`src/rtl/vga_scan_controller.sv`:
```
// VGA scan timing sequencer: pixel-tick divider, H/V scan counters, phase decode,
// sync/active/coordinate outputs, with frame-aligned start and stop.
module vga_scan_controller #(
    parameter int PIX_DIV    = 2,
    parameter int H_SYNC_END = 95,
    parameter int H_BP_END   = 143,
    parameter int H_ACT_END  = 783,
    parameter int H_TOTAL    = 800,
    parameter int V_SYNC_END = 1,
    parameter int V_BP_END   = 34,
    parameter int V_ACT_END  = 514,
    parameter int V_TOTAL    = 525
) (
    input  logic       CLK,
    input  logic       RST_N,
    input  logic       EN,
    output logic       PIX_TICK,
    output logic [9:0] HCNT,
    output logic [9:0] VCNT,
    output logic [1:0] H_STATE,
    output logic [1:0] V_STATE,
    output logic       HS,
    output logic       VS,
    output logic       ACTIVE,
    output logic [9:0] X,
    output logic [9:0] Y,
    output logic       LINE_START,
    output logic       FRAME_START,
    output logic       RUNNING
);

    localparam int DIV_W = (PIX_DIV > 1) ? $clog2(PIX_DIV) : 1;

    localparam logic [DIV_W-1:0] DIV_LAST = DIV_W'(PIX_DIV - 1);
    localparam logic [9:0] H_LAST  = 10'(H_TOTAL - 1);
    localparam logic [9:0] V_LAST  = 10'(V_TOTAL - 1);
    localparam logic [9:0] H_S0    = 10'(H_SYNC_END);
    localparam logic [9:0] H_S1    = 10'(H_BP_END);
    localparam logic [9:0] H_S2    = 10'(H_ACT_END);
    localparam logic [9:0] V_S0    = 10'(V_SYNC_END);
    localparam logic [9:0] V_S1    = 10'(V_BP_END);
    localparam logic [9:0] V_S2    = 10'(V_ACT_END);
    localparam logic [9:0] X_ORG   = 10'(H_BP_END + 1);
    localparam logic [9:0] Y_ORG   = 10'(V_BP_END + 1);

    typedef enum logic {
        ST_IDLE = 1'b0,
        ST_RUN  = 1'b1
    } state_t;

    state_t           state_q, state_d;
    logic [DIV_W-1:0] div_q, div_d;
    logic [9:0]       hcnt_q, hcnt_d;
    logic [9:0]       vcnt_q, vcnt_d;
    logic [1:0]       h_state_q, h_state_d;
    logic [1:0]       v_state_q, v_state_d;
    logic             hs_q, hs_d;
    logic             vs_q, vs_d;
    logic             active_q, active_d;
    logic [9:0]       x_q, x_d;
    logic [9:0]       y_q, y_d;
    logic             pix_tick_q, pix_tick_d;
    logic             line_start_q, line_start_d;
    logic             frame_start_q, frame_start_d;
    logic             running_q, running_d;

    function automatic logic [1:0] phase_of(input logic [9:0] cnt, input logic [9:0] e0,
                                            input logic [9:0] e1, input logic [9:0] e2);
        if (cnt <= e0)      phase_of = 2'd0;
        else if (cnt <= e1) phase_of = 2'd1;
        else if (cnt <= e2) phase_of = 2'd2;
        else                phase_of = 2'd3;
    endfunction

    // Sequencing: next divider/counter values and the pulses that accompany them.
    always_comb begin
        state_d       = state_q;
        div_d         = div_q;
        hcnt_d        = hcnt_q;
        vcnt_d        = vcnt_q;
        pix_tick_d    = 1'b0;
        line_start_d  = 1'b0;
        frame_start_d = 1'b0;

        case (state_q)
            ST_IDLE: begin
                div_d  = '0;
                hcnt_d = '0;
                vcnt_d = '0;
                if (EN) begin
                    // The start edge is itself the first pixel tick of a fresh frame.
                    state_d       = ST_RUN;
                    pix_tick_d    = 1'b1;
                    line_start_d  = 1'b1;
                    frame_start_d = 1'b1;
                end
            end
            ST_RUN: begin
                if (div_q == DIV_LAST) begin
                    div_d      = '0;
                    pix_tick_d = 1'b1;
                    if (hcnt_q == H_LAST) begin
                        hcnt_d       = '0;
                        line_start_d = 1'b1;
                        if (vcnt_q == V_LAST) begin
                            vcnt_d = '0;
                            // EN only matters here, so a stop never truncates a frame.
                            if (EN) frame_start_d = 1'b1;
                            else    state_d       = ST_IDLE;
                        end else begin
                            vcnt_d = vcnt_q + 10'd1;
                        end
                    end else begin
                        hcnt_d = hcnt_q + 10'd1;
                    end
                end else begin
                    div_d = div_q + DIV_W'(1);
                end
            end
            default: state_d = ST_IDLE;
        endcase

        if (state_d == ST_IDLE) begin
            div_d        = '0;
            hcnt_d       = '0;
            vcnt_d       = '0;
            pix_tick_d   = 1'b0;
            line_start_d = 1'b0;
        end
    end

    // Decode from the next counter values so every output lines up with HCNT/VCNT.
    always_comb begin
        running_d = (state_d == ST_RUN);
        h_state_d = running_d ? phase_of(hcnt_d, H_S0, H_S1, H_S2) : 2'd0;
        v_state_d = running_d ? phase_of(vcnt_d, V_S0, V_S1, V_S2) : 2'd0;
        hs_d      = !running_d || (h_state_d != 2'd0);
        vs_d      = !running_d || (v_state_d != 2'd0);
        active_d  = running_d && (h_state_d == 2'd2) && (v_state_d == 2'd2);
        x_d       = active_d ? (hcnt_d - X_ORG) : 10'd0;
        y_d       = active_d ? (vcnt_d - Y_ORG) : 10'd0;
    end

    always_ff @(posedge CLK) begin
        if (!RST_N) begin
            state_q       <= ST_IDLE;
            div_q         <= '0;
            hcnt_q        <= '0;
            vcnt_q        <= '0;
            h_state_q     <= 2'd0;
            v_state_q     <= 2'd0;
            hs_q          <= 1'b1;
            vs_q          <= 1'b1;
            active_q      <= 1'b0;
            x_q           <= '0;
            y_q           <= '0;
            pix_tick_q    <= 1'b0;
            line_start_q  <= 1'b0;
            frame_start_q <= 1'b0;
            running_q     <= 1'b0;
        end else begin
            state_q       <= state_d;
            div_q         <= div_d;
            hcnt_q        <= hcnt_d;
            vcnt_q        <= vcnt_d;
            h_state_q     <= h_state_d;
            v_state_q     <= v_state_d;
            hs_q          <= hs_d;
            vs_q          <= vs_d;
            active_q      <= active_d;
            x_q           <= x_d;
            y_q           <= y_d;
            pix_tick_q    <= pix_tick_d;
            line_start_q  <= line_start_d;
            frame_start_q <= frame_start_d;
            running_q     <= running_d;
        end
    end

    assign PIX_TICK    = pix_tick_q;
    assign HCNT        = hcnt_q;
    assign VCNT        = vcnt_q;
    assign H_STATE     = h_state_q;
    assign V_STATE     = v_state_q;
    assign HS          = hs_q;
    assign VS          = vs_q;
    assign ACTIVE      = active_q;
    assign X           = x_q;
    assign Y           = y_q;
    assign LINE_START  = line_start_q;
    assign FRAME_START = frame_start_q;
    assign RUNNING     = running_q;

endmodule

```
`config.mk`:
```
export PLATFORM = sky130hd
export DESIGN_NAME = vga_scan_controller
export DESIGN_NICKNAME = d
export VERILOG_FILES = /design/src/rtl/vga_scan_controller.sv
export SDC_FILE = /design/constraint.sdc
export NUM_CORES = 1
export LEC_CHECK = 0
export ABC_AREA = 1
export BUFFER_PORTS_ARGS = -buffer_cell sky130_fd_sc_hd__buf_2
export CAP_MARGIN = 20
export CORE_ASPECT_RATIO = 1.2
export CORE_MARGIN = 1.5
export CORE_UTILIZATION = 55
export DETAILED_ROUTE_END_ITERATION = 10
export PLACE_DENSITY = 0.83
export SLEW_MARGIN = 30
export SYNTH_ARGS = -nofsm -noshare
export SYNTH_HDL_FRONTEND = slang
export SYNTH_SLANG_ARGS = --single-unit
```
`constraint.sdc`:
```
create_clock -name CLK -period 2.6 [get_ports CLK]
set_input_delay 0.39 -clock CLK [delete_from_list [all_inputs] [get_ports CLK]]
set_output_delay 0.39 -clock CLK [all_outputs]
set_load 0.03 [all_outputs]
```
==> metrics.csv <==
stage,metric,value,unit
global_route,grt peak-use layer,met2,
sta,final hold violation count,0,
pwr,Internal Pwr Total,1.02,mW
placement,DP Wirelength,4.82,mm
placement,PortBufs,53,
route,total iterations of the first detailed-routing run,4,
sta,Tmin final,2.40,ns
clock_network,maximum clock insertion buffer count,2,
pwr,Logic pwr share,6.2,%
pwr,Leak Pwr,1.74,nW
sta,Final Slew Violations,0,
global_route,initial antenna violation count,0,
route,drt total wl,6.06,mm
floorplanning,core area,4630,um2
clock_network,clock root buffer,clkbuf_8,
pwr,Sw Pwr,0.347,mW
synth,largest family of logic cells by synthesized area,simple AND/OR/NAND/NOR gates,
synth,post-synth top area share,38.9,%
critical_path,WP data required,2.84,ns
floorplanning,Die Width,66.7,um
pwr,clock share of power,34.5,%
global_route,first-pass GRT wire length,10.3,mm
sta,max_slew headroom,53.4,%
synth,Mapped Cells,355,
clock_network,clk sinks,52,
synth,syn avg cell area,7.54,um2
sta,Clock Skews,0.0102,ns
layout,Util after Layout,67.4,%
route,DR vias,2434,
clock_network,Worst-Skew Late Latency,0.31,ns
route,Iter 0 DRT Violations,118,
critical_path,critical setup path kind,reg2reg,
route,wire per inst,12.8,um
critical_path,CP Launch Type,flip-flop,
layout,"most common cell after layout, fill and taps aside",nand2_1,
synth,mapped cell area,2680,um2
pwr,Sw Ratio,25.4,%
clock_network,"Reg clk slew, reported paths",0.10,ns
global_route,number of global-route vias before repair,2316,
layout,Area Overhead vs Synth,16.4,%
clock_network,# Post-CTS Setup Buffers,0,
placement,Final GP Congestion,0.950,
route,drt via density,5.15,
layout,share of layout cells above drive strength 1,29.9,%
synth,"Warnings, synthesis",0,
sta,RSZ-0062 raised after global routing,false,
global_route,aggregate global routing overflow,0,
route,post-route ant nets,0,
status,result of the run,completed,
synth,Synth Area in Adders,4.21,%
synth,post-synthesis sequential area ratio,38.9,%
sta,Worst-Margin Slew,0.699,ns
sta,setup TNS,0,ns
clock_network,TritonCTS clock tree,done,
synth,asr flop ratio synth,0,%
synth,simple-gate share of the synthesized area,39.7,%
synth,"Top FF cell, synth",dfxtp_1,
synth,mux cell area share after synthesis,0,%
global_route,gr usage total,25.3,%
sta,fmax,0.417,GHz
pwr,Worst VDD drop,244,uV
floorplanning,Die Ht,79.4,um
critical_path,CP max FO,21,
synth,post-synthesis xor/xnor area fraction,3.93,%
route,DRC,0,
layout,n_diodes,0,
synth,syn_nets,367,
floorplanning,die area,5300,um2
synth,post-synthesis compound-gate area fraction,4.53,%
run,Max-Cap Viols,0,
global_route,met2 usage,46.2,%
synth,"EDFF count, synth",0,
hold_path,hold crit path type,in2reg,
synth,cell taking the most area after synthesis,dfxtp_1,
critical_path,Worst setup EP type,flip-flop,
synth,synth unique cells,38,
pwr,sequential share of power,59.2,%
global_route,pin count of the biggest net entering global routing,23,
synth,#FFs+latches synth,52,
clock_network,CTS buffer count,5,
pwr,PD cells,438,nW/um2
floorplanning,I/O pin count,54,
layout,most frequent cells in the layout,"68 x nand2_1, 53 x buf_2, 50 x dfxtp_1",
layout,Final nets,426,
sta,final-report setup violation count,0,
global_route,met1 Usage GRT,27.8,%
sta,Final Cycle Share,92.2,%
global_route,M3 GR Usage,3.81,%
clock_network,H-tree lvl count,2,
floorplanning,# rows,27,
synth,Synth area leaders,"dfxtp_1 39%, nand2_1 9.7%, inv_1 6.6%",
floorplanning,Initial Utilization,57.9,%
critical_path,crit path DAT,2.64,ns
## power by group through the flow
| stage | combinational (mW) | clock [mW] | sequential, mW |
|---|---|---|---|
| after floorplan | 0.0456 | 0 | 0.842 |
| after global placement | 0.0839 | 0 | 0.827 |
| after detailed placement | 0.0851 | 0 | 0.827 |
| after CTS | 0.0852 | 0.480 | 0.808 |
| after global routing | 0.0933 | 0.522 | 0.810 |
| final | 0.0853 | 0.471 | 0.808 |
## synth_stat cells (all sizes together), types with 2 or more instances
cell / instances
nand2: 82
nor2: 74
dfxtp: 52
inv: 51
nand3: 32
ha: 9
nand4: 8
xor2: 8
a21oi: 6
o21ai: 6
buf: 4
nor3: 4
xnor2: 4
o21bai: 3
or2: 3
clkbuf: 2
nand3b: 2
## timing repair
action | in CTS | in global routing
hold buffers | 0 | 0
setup endpoints to repair | 0 | 21
hold endpoints to repair | 0 | 0
resized for setup | 0 | 3
## logic make-up after synthesis
kind of cell / Yosys count
AOI/OAI and AO/OA: 19
DFF: 52
and+or+nand+nor: 206
buffers and inverters: 57
adders and majority gates: 9
xor gates and xnor gates: 12
## per-layer routing
metal / wire [um] / up-vias / share of wire (%)
met3: 311 / 18 / 5.1
met2: 3150 / 77 / 52
met4: 208 / 0 / 3.4
met1: 2380 / 1116 / 39
li1: - / 1223 / -
met5: 0 / - / 0
## worst paths after layout
check	start	end	slack, ns	cells past startpoint
worst max-delay path	VCNT[1]$_SDFF_PN0_	Y[0]$_SDFF_PN0_	0.20	14
worst min-delay path	EN	FRAME_START$_SDFF_PN0_	0.35	3
worst max register to register	VCNT[1]$_SDFF_PN0_	Y[0]$_SDFF_PN0_	0.20	14
worst min register to register	RUNNING$_SDFF_PN0_	PIX_TICK$_SDFF_PN0_	0.60	2
## worst max-delay path, cell delays in order, from the launching register on
cell and delay, ns:
dfxtp_1 0.43, ha_1 0.21, nand2_1 0.07, nor2_1 0.23
nand3_1 0.11, nand2_1 0.10, nand2_1 0.05, nand2_1 0.06
nand2_1 0.05, nand3_1 0.19, nand3_1 0.15, o21bai_2 0.25
nand4_4 0.12, buf_12 0.19, nor2_2 0.11
## area by class of cell
cell class | instances | area (um2)
inverters | 51 | 191
clock inverters | 3 | 21.3
multi-input cells | 246 | 1410
well taps | 58 | 72.6
repair buffers | 58 | 315
fillers | 402 | 1510
clock buffers | 5 | 68.8
flip-flops and latches | 52 | 1040
## metrics by stage
| step | cell area [um2] | worst slack [ns] | total power [mW] | hold WS, ns | cells |
|---|---|---|---|---|---|
| after detailed placement | 3020 | 0.175 | 0.912 | 0.584 | 465 |
| after CTS | 3110 | 0.139 | 1.37 | 0.349 | 473 |
| final | 3120 | 0.203 | 1.37 | 0.347 | 473 |
| after floorplan | 2680 | 0.161 | 0.888 | 0.515 | 355 |
| after global placement | 3020 | 0.252 | 0.911 | 0.588 | 465 |
| after global routing | 3120 | 0.0318 | 1.43 | 0.371 | 473 |
## sequential cells by signal (all words and copies together), names as in the netlist, 2 cells and up
register  cells
HCNT         10
H_STATE       2
VCNT         10
V_STATE       2
X            10
Y            10
Power figures use the tool's default switching activity.
